[src/rtl/cpu_mem_bridge.sv]
`default_nettype none
// ============================================================================
// Module   : cpu_mem_bridge
// Purpose  : Converts the multicycle core's level-held memory request into a
//            single registered valid/ready bus transaction, returns read data
//            with a one-cycle mem_resp, and bounds the wait for a bus
//            response with a timeout plus sticky error reporting.
// Revision : 1.0 - initial release
// ============================================================================
module cpu_mem_bridge #(
  parameter int TIMEOUT = 255,
  parameter int CNT_W   = 8
) (
  input  logic        clk,
  input  logic        rst,            // asynchronous, active low
  // core side
  input  logic [31:0] mem_addr,
  input  logic [3:0]  mem_rmask,
  input  logic [3:0]  mem_wmask,
  input  logic [31:0] mem_wdata,
  output logic [31:0] mem_rdata,
  output logic        mem_resp,
  // bus request channel
  output logic        bus_req_valid,
  input  logic        bus_req_ready,
  output logic        bus_req_we,
  output logic [31:0] bus_req_addr,
  output logic [3:0]  bus_req_wmask,
  output logic [31:0] bus_req_wdata,
  // bus response channel
  input  logic        bus_rsp_valid,
  input  logic [31:0] bus_rsp_rdata,
  input  logic        bus_rsp_err,
  // status
  output logic        err_sticky
);

  typedef enum logic [1:0] {
    ST_IDLE  = 2'd0,
    ST_ISSUE = 2'd1,
    ST_WAIT  = 2'd2,
    ST_DONE  = 2'd3
  } state_t;

  localparam logic [CNT_W-1:0] c_timeout = CNT_W'(TIMEOUT);
  localparam logic [CNT_W-1:0] c_cnt_one = {{(CNT_W-1){1'b0}}, 1'b1};

  state_t      state_q, state_d;
  logic [CNT_W-1:0] cnt_q, cnt_d;
  logic [CNT_W-1:0] w_cnt_inc;
  logic        bus_req_valid_q, bus_req_valid_d;
  logic        bus_req_we_q, bus_req_we_d;
  logic [31:0] bus_req_addr_q, bus_req_addr_d;
  logic [3:0]  bus_req_wmask_q, bus_req_wmask_d;
  logic [31:0] bus_req_wdata_q, bus_req_wdata_d;
  logic [31:0] mem_rdata_q, mem_rdata_d;
  logic        mem_resp_q, mem_resp_d;
  logic        err_sticky_q, err_sticky_d;
  logic        w_rd_req, w_wr_req;

  assign w_rd_req  = |mem_rmask;
  assign w_wr_req  = |mem_wmask;
  assign w_cnt_inc = cnt_q + c_cnt_one;

  // Next-state and next-output computation for the request/response sequencer
  always_comb begin
    state_d         = state_q;
    cnt_d           = cnt_q;
    bus_req_valid_d = bus_req_valid_q;
    bus_req_we_d    = bus_req_we_q;
    bus_req_addr_d  = bus_req_addr_q;
    bus_req_wmask_d = bus_req_wmask_q;
    bus_req_wdata_d = bus_req_wdata_q;
    err_sticky_d    = err_sticky_q;
    // mem_resp and mem_rdata are only non-zero for the single DONE cycle
    mem_resp_d      = 1'b0;
    mem_rdata_d     = 32'h0;

    case (state_q)
      ST_IDLE: begin
        if (w_rd_req || w_wr_req) begin
          bus_req_addr_d  = {mem_addr[31:2], 2'b00};
          bus_req_we_d    = w_wr_req;
          // a write takes priority when the core asserts both masks
          bus_req_wmask_d = w_wr_req ? mem_wmask : mem_rmask;
          bus_req_wdata_d = mem_wdata;
          bus_req_valid_d = 1'b1;
          if (w_rd_req && w_wr_req) begin
            err_sticky_d = 1'b1;
          end
          state_d = ST_ISSUE;
        end
      end

      ST_ISSUE: begin
        // a response coincident with the accept is illegal and ignored here
        if (bus_req_ready) begin
          bus_req_valid_d = 1'b0;
          cnt_d           = '0;
          state_d         = ST_WAIT;
        end
      end

      ST_WAIT: begin
        if (bus_rsp_valid) begin
          mem_resp_d = 1'b1;
          if (bus_rsp_err) begin
            err_sticky_d = 1'b1;
            mem_rdata_d  = 32'h0;
          end else if (bus_req_we_q) begin
            mem_rdata_d  = 32'h0;
          end else begin
            mem_rdata_d  = bus_rsp_rdata;
          end
          state_d = ST_DONE;
        end else if (w_cnt_inc == c_timeout) begin
          // counter saturates at the limit; the transaction is forced done
          cnt_d        = c_timeout;
          mem_resp_d   = 1'b1;
          mem_rdata_d  = 32'h0;
          err_sticky_d = 1'b1;
          state_d      = ST_DONE;
        end else begin
          cnt_d = w_cnt_inc;
        end
      end

      ST_DONE: begin
        // core inputs are deliberately not sampled here: they still hold the
        // request that is completing in this cycle
        state_d = ST_IDLE;
      end

      default: begin
        state_d = ST_IDLE;
      end
    endcase
  end

  // State and registered outputs, cleared asynchronously by reset
  always_ff @(posedge clk or negedge rst) begin
    if (!rst) begin
      state_q         <= ST_IDLE;
      cnt_q           <= '0;
      bus_req_valid_q <= 1'b0;
      bus_req_we_q    <= 1'b0;
      bus_req_addr_q  <= 32'h0;
      bus_req_wmask_q <= 4'h0;
      bus_req_wdata_q <= 32'h0;
      mem_rdata_q     <= 32'h0;
      mem_resp_q      <= 1'b0;
      err_sticky_q    <= 1'b0;
    end else begin
      state_q         <= state_d;
      cnt_q           <= cnt_d;
      bus_req_valid_q <= bus_req_valid_d;
      bus_req_we_q    <= bus_req_we_d;
      bus_req_addr_q  <= bus_req_addr_d;
      bus_req_wmask_q <= bus_req_wmask_d;
      bus_req_wdata_q <= bus_req_wdata_d;
      mem_rdata_q     <= mem_rdata_d;
      mem_resp_q      <= mem_resp_d;
      err_sticky_q    <= err_sticky_d;
    end
  end

  assign bus_req_valid = bus_req_valid_q;
  assign bus_req_we    = bus_req_we_q;
  assign bus_req_addr  = bus_req_addr_q;
  assign bus_req_wmask = bus_req_wmask_q;
  assign bus_req_wdata = bus_req_wdata_q;
  assign mem_rdata     = mem_rdata_q;
  assign mem_resp      = mem_resp_q;
  assign err_sticky    = err_sticky_q;

endmodule
`default_nettype wire
[config.mk]
export PLATFORM = sky130hd
export DESIGN_NAME = cpu_mem_bridge
export DESIGN_NICKNAME = d
export VERILOG_FILES = /design/src/rtl/cpu_mem_bridge.sv
export SDC_FILE = /design/constraint.sdc
export NUM_CORES = 1
export LEC_CHECK = 0
export CAP_MARGIN = 10
export CORE_MARGIN = 5
export CORE_UTILIZATION = 37
export DETAILED_ROUTE_END_ITERATION = 12
export GPL_TIMING_DRIVEN = 0
export PLACE_DENSITY = 0.85
export RECOVER_POWER = 100
export SETUP_SLACK_MARGIN = 0.05
export SLEW_MARGIN = 20
export SYNTH_ARGS = -nofsm -noshare
export SYNTH_HDL_FRONTEND = slang
export SYNTH_SLANG_ARGS = --single-unit
[constraint.sdc]
create_clock -name clk -period 1.9 [get_ports clk]
set_input_delay 0.285 -clock clk [delete_from_list [all_inputs] [get_ports clk]]
set_output_delay 0.285 -clock clk [all_outputs]
set_load 0.03 [all_outputs]
* Yosys cells after proc, flatten, opt, wreduce, memory -nomap -nowiden
Cells that the tools add are included.
** Operators by class
- Add/sub/neg operators :: 1
- Multipliers :: 0
- Divide/modulo/power cells :: 0
- $lt $le $gt $ge :: 0
- Eq/ne operators :: 10
- Shift-type cells :: 0
- Muxes and demuxes :: 26
- Bitwise logic cells :: 0
- Reduce and logical (&&, ||, !) cells :: 13
** Operator list (number)
- 2-to-1 mux 32 bit :: 4
- 2-to-1 mux 8 bit :: 3
- one-hot mux 8 bit (2 select lines) :: 1
- 2-to-1 mux 1 bit :: 10
- AND reduction 3 bit :: 3
- adder 8 x 1 -> 8 bit, second input constant :: 1
- equality test 8 bit, second input constant :: 1
- 2-to-1 mux 2 bit :: 4
- inequality test 2 bit, second input constant :: 4
- one-hot mux 2 bit (4 select lines) :: 1
- OR reduction 4 bit :: 2
- inequality test 3 bit, second input constant :: 2
- nonzero test 2 bit :: 3
- AND reduction 5 bit :: 1
- equality test 2 bit, second input constant :: 2
- 2-to-1 mux 4 bit :: 1
- one-hot mux 1 bit (2 select lines) :: 2
- equality test 2 x 1 -> 1 bit, second input constant :: 1
- zero test 2 bit :: 1
- AND reduction 2 bit :: 1
- logical AND 1 bit :: 1
- logical OR 1 bit :: 1
** Word-level totals
- Register bits :: 112
- Latch bits :: 0
- RAM bits :: 0
- ROM bits :: 0
- Bits of input ports :: 109
- Output and inout port bits :: 104
- Word-level logic and storage cells :: 60
- Memories :: 0

* Depth between registers and ports, before layout
- Depth in word-level cells :: 5
- Gate-level depth with buffers :: 7
- Gate-level depth less buffers :: 7

* Worst setup path before layout
Ideal clock, no wire load.
- Path type :: register -> register
- From :: register cnt_q[0]
- To :: register state_q[1]
- Setup time :: 0.126 ns
- Data arrival time :: 1.721 ns
- Data required time :: 1.774 ns
- Path slack :: 0.053 ns
- Cell stages (with the launch flop) :: 7
- Path buffers :: 0
- Clock period less this slack :: 1.847 ns
- Cells stage by stage :: dfrtp_1 -> ha_1 -> or2b_1 -> a21boi_2 -> o21ai_2 -> o32a_2 -> a311o_1
** On the way
- Word-level cells in the longest chain between the ends :: 4
** RTL lines
- start, declared :: RTL line 49 : logic [CNT_W-1:0] cnt_q, cnt_d;
- start signal, assigned :: RTL line 155 : cnt_q <= cnt_d;
- adder 8 x 1 -> 8 bit :: RTL line 63 : assign w_cnt_inc = cnt_q + c_cnt_one;
- equality test 8 bit :: RTL line 116 : end else if (w_cnt_inc == c_timeout) begin
- inequality test 3 bit (no line)
- AND reduction 3 bit (no line)
- end signal, assigned :: RTL line 154 : state_q <= state_d;
- end, declared :: RTL line 48 : state_t state_q, state_d;
Every way passes these cells.
A chain may end at the register's enable or synchronous reset.

* Worst setup path in the final report
- From :: input port mem_wmask[1]
- To :: register bus_req_addr_q[15], in the netlist bus_req_addr[15]
** On the way
- Word-level cells in the longest chain between the ends :: 3
** RTL lines
- start, declared :: RTL line 19 : input logic [3:0] mem_wmask,
- OR reduction 4 bit :: RTL line 62 : assign w_wr_req = |mem_wmask;
- logical OR 1 bit :: RTL line 81 : if (w_rd_req || w_wr_req) begin
- AND reduction 2 bit (no line)
- end signal, assigned :: RTL line 158 : bus_req_addr_q <= bus_req_addr_d;
- end, declared :: RTL line 53 : logic [31:0] bus_req_addr_q, bus_req_addr_d;
Every way passes these cells.

==> reports/results.ini <==
[timing]
drv_slew=0
rsz0062_at_grt=true
fmax_mhz=544
maxSlewHeadroom_pct=50.2
fin_skew_ps=6.78
tightest_slew_ps=747
setup_viol=0
finalCritPeriodShare_pct=96.8
setup_tns_ps=0
hold_violations=0
fin_crit_ps=1840

[cts]
clockBufferDepth=2
cts_tree=yes
cts_root_buf=clkbuf_16
cts_buffers=9
h-tree-depth=3
clock_sinks=112
clkTransAtPathRegs_ps=70
clk_latency_ps=340

[flow_run]
max_cap_viol_count=0

[critical_path]
slowest_stage=clkdlybuf4s50_1
crit_top_cell=buf_4
path_cells=clkdlybuf4s50_1 > nor4_4 > buf_4 > nand2_4 > nand2_8 > buf_4 > mux2_1
critPathKind=input pin to flop
cp_data_arrival_time_ps=2060
critical_path_depth=7
path_delay_family=buffers and inverters
max_stage_delay_ps=470
worst_r2r_path_depth=7
endpoint_kind=flop
path_buf_inv=3
critPathLaunchType=input pin
worst-path-max-fanout=10
worstPathRequired_ps=2120

[detailed_routing]
drt_iter0_drc=91
drtPass1Iterations=5
vias_per_cell=4.80
wirelength_microns=12000
drc=0
vias=3437
routedWlPerCell_microns=16.8
ant_nets=0

[synthesis]
synth_area_sq_um=4500
synthArstFlopShare_pct=100
avgSynthCellArea_sq_um=13.7
ys_warn_count=0
ys_seq_elements=112
synth.distinct_cells=41
synth-main-ff-cell=dfrtp_1
synth_edf_count=0
synthCells=329
ys_seq_area_share_pct=62.3

[place]
gp_congestion=0.780
io_buffers=208
dp.cells=686
detailed_place_hpwl_microns=9170

[layout]
instances_no_fill=716
drive_gt1_share_pct=12.1
n_antenna_cell=0
nets=679
nFillCells=913
area_growth_pct=61.3

[floorplanning]
die_x_microns=120
rows=40
ios=213
die_area_sq_um=14500
core_area_sq_um=12000
die_h_microns=120
initial_core_util_pct=37.6

[grt]
grt_max_degree=61
antenna_found_initial=0
grt_pass1_vias=3716
track_usage_pct=16.6
grt_pass1_wl_microns=19000
grt.overflow.total=0

[run_status]
outcome=completed

[power_and_ir_drop]
power.density_nw_per_um2=1510
peakVddDrop_v=0.000580
p_leak_uw=0.00321

[worst_hold_path]
whs_path_depth=3
worstHoldPathType=input pin to flop

-- power breakdown --
part | internal, uW | switching, uW
combinational | 2390 | 3140
sequential | 3240 | 431
clock | 997 | 792
total | 6620 | 4360
-- worst min-delay path: stages --
cell and delay (ps):
dlymetal6s2s_1 160, a21oi_1 50, o21ai_0 150
-- synthesized netlist by cell type (2+ instances only) --
cell,instances,area share (%)
nor2b_1,5,0.70
nor2_1,10,0.83
a31oi_1,3,0.42
nand3_1,4,0.44
mux2i_1,2,0.44
nand2_1,18,1.5
and2_1,32,4.4
buf_8,6,2.0
inv_1,6,0.50
buf_4,4,0.67
nor3_1,4,0.44
mux2_1,60,15
o21ai_0,16,1.8
mux2_2,2,0.50
a21oi_1,11,1.2
nand4_1,2,0.28
ha_1,6,1.7
clkbuf_1,4,0.33
dfrtp_1,112,62
-- per-stage QoR --
step	cell area (sq um)	hold slack, ps	total power [uW]	util [%]	setup WS, ps
6_report	7260	349	11000	60.7	60.7
3_3_place_gp	6770	456	9180	56.6	-3560
2_1_floorplan	4500	-10.6	6980	-	52.9
3_5_place_dp	6800	269	9390	56.8	-541
5_1_grt	7260	341	11600	60.7	8.69
4_1_cts	7240	478	11400	60.5	48.8
-- final cells by class --
type,instances,area [sq um],area share [%]
buffer,14,128,1.76
clock buffer,14,274,3.77
clock inverter,2,12.5,0.172
inverter,6,26.3,0.362
multi-input combinational,199,1640,22.6
sequential,112,2810,38.6
tap,147,184,2.53
timing repair buffer,222,2190,30.1
-- placed cells by master, fill, tap and decap left out, types with 9 or more instances in the layout --
cell	count
dlygate4sd3_1	102
mux2_1	60
clkbuf_16	9
dfrtp_1	110
nor2_1	10
o21ai_0	15
clkdlybuf4s50_1	104
nand2_1	18
and2_1	16
a21oi_1	11
buf_4	17
and2_0	16
-- final timing paths --
check	startpoint	to	slack [ps]
setup reg to reg	cnt_q[0]$_DFFE_PN0P_	state_q[1]$_DFFE_PN0P_	60
hold / removal	mem_wmask[2]	bus_req_wmask[2]$_DFFE_PN0P_	350
hold reg to reg	err_sticky$_DFFE_PN0P_	err_sticky$_DFFE_PN0P_	470
max in group asynchronous	rst	bus_req_addr[12]$_DFFE_PN0P_	300
setup / recovery	mem_wmask[1]	bus_req_addr[15]$_DFFE_PN0P_	60
min in group asynchronous	rst	bus_req_wdata[22]$_DFFE_PN0P_	470
-- timing repair --
item,in CTS,in global routing
endpoints found under the hold margin,52,0
pin swaps,2,5
cloned,0,1
setup endpoints to repair,108,103
resized for setup,19,15
buffers inserted,8,4
hold buffers,1,0
-- cells by family after synthesis --
logic type,count (synthesis),share of synthesized area [%]
AOI/OAI and AO/OA,41,5.67
adders and majority gates,6,1.67
buffers and inverters,20,3.50
DFF,112,62.3
muxes,64,16.0
other,1,0.0833
and+or+nand+nor,85,10.8
-- state kept, by name, summed over array words and instances (netlist names) --
register       count
bus_req_addr      30
bus_req_valid      1
bus_req_wdata     32
bus_req_we         1
bus_req_wmask      4
cnt_q              8
err_sticky         1
mem_rdata         32
mem_resp           1
state_q            2
-- metal layers --
layer / GRT usage, % / up-vias / share of wire [%]
met2: 28.7 / 167 / 50
met4: 5.59 / 0 / 1.4
li1: - / 1603 / -
met1: 18.4 / 1653 / 38
met5: 0 / - / 0
met3: 7.11 / 14 / 11
Note: power is estimated with default switching activity, not from simulation.
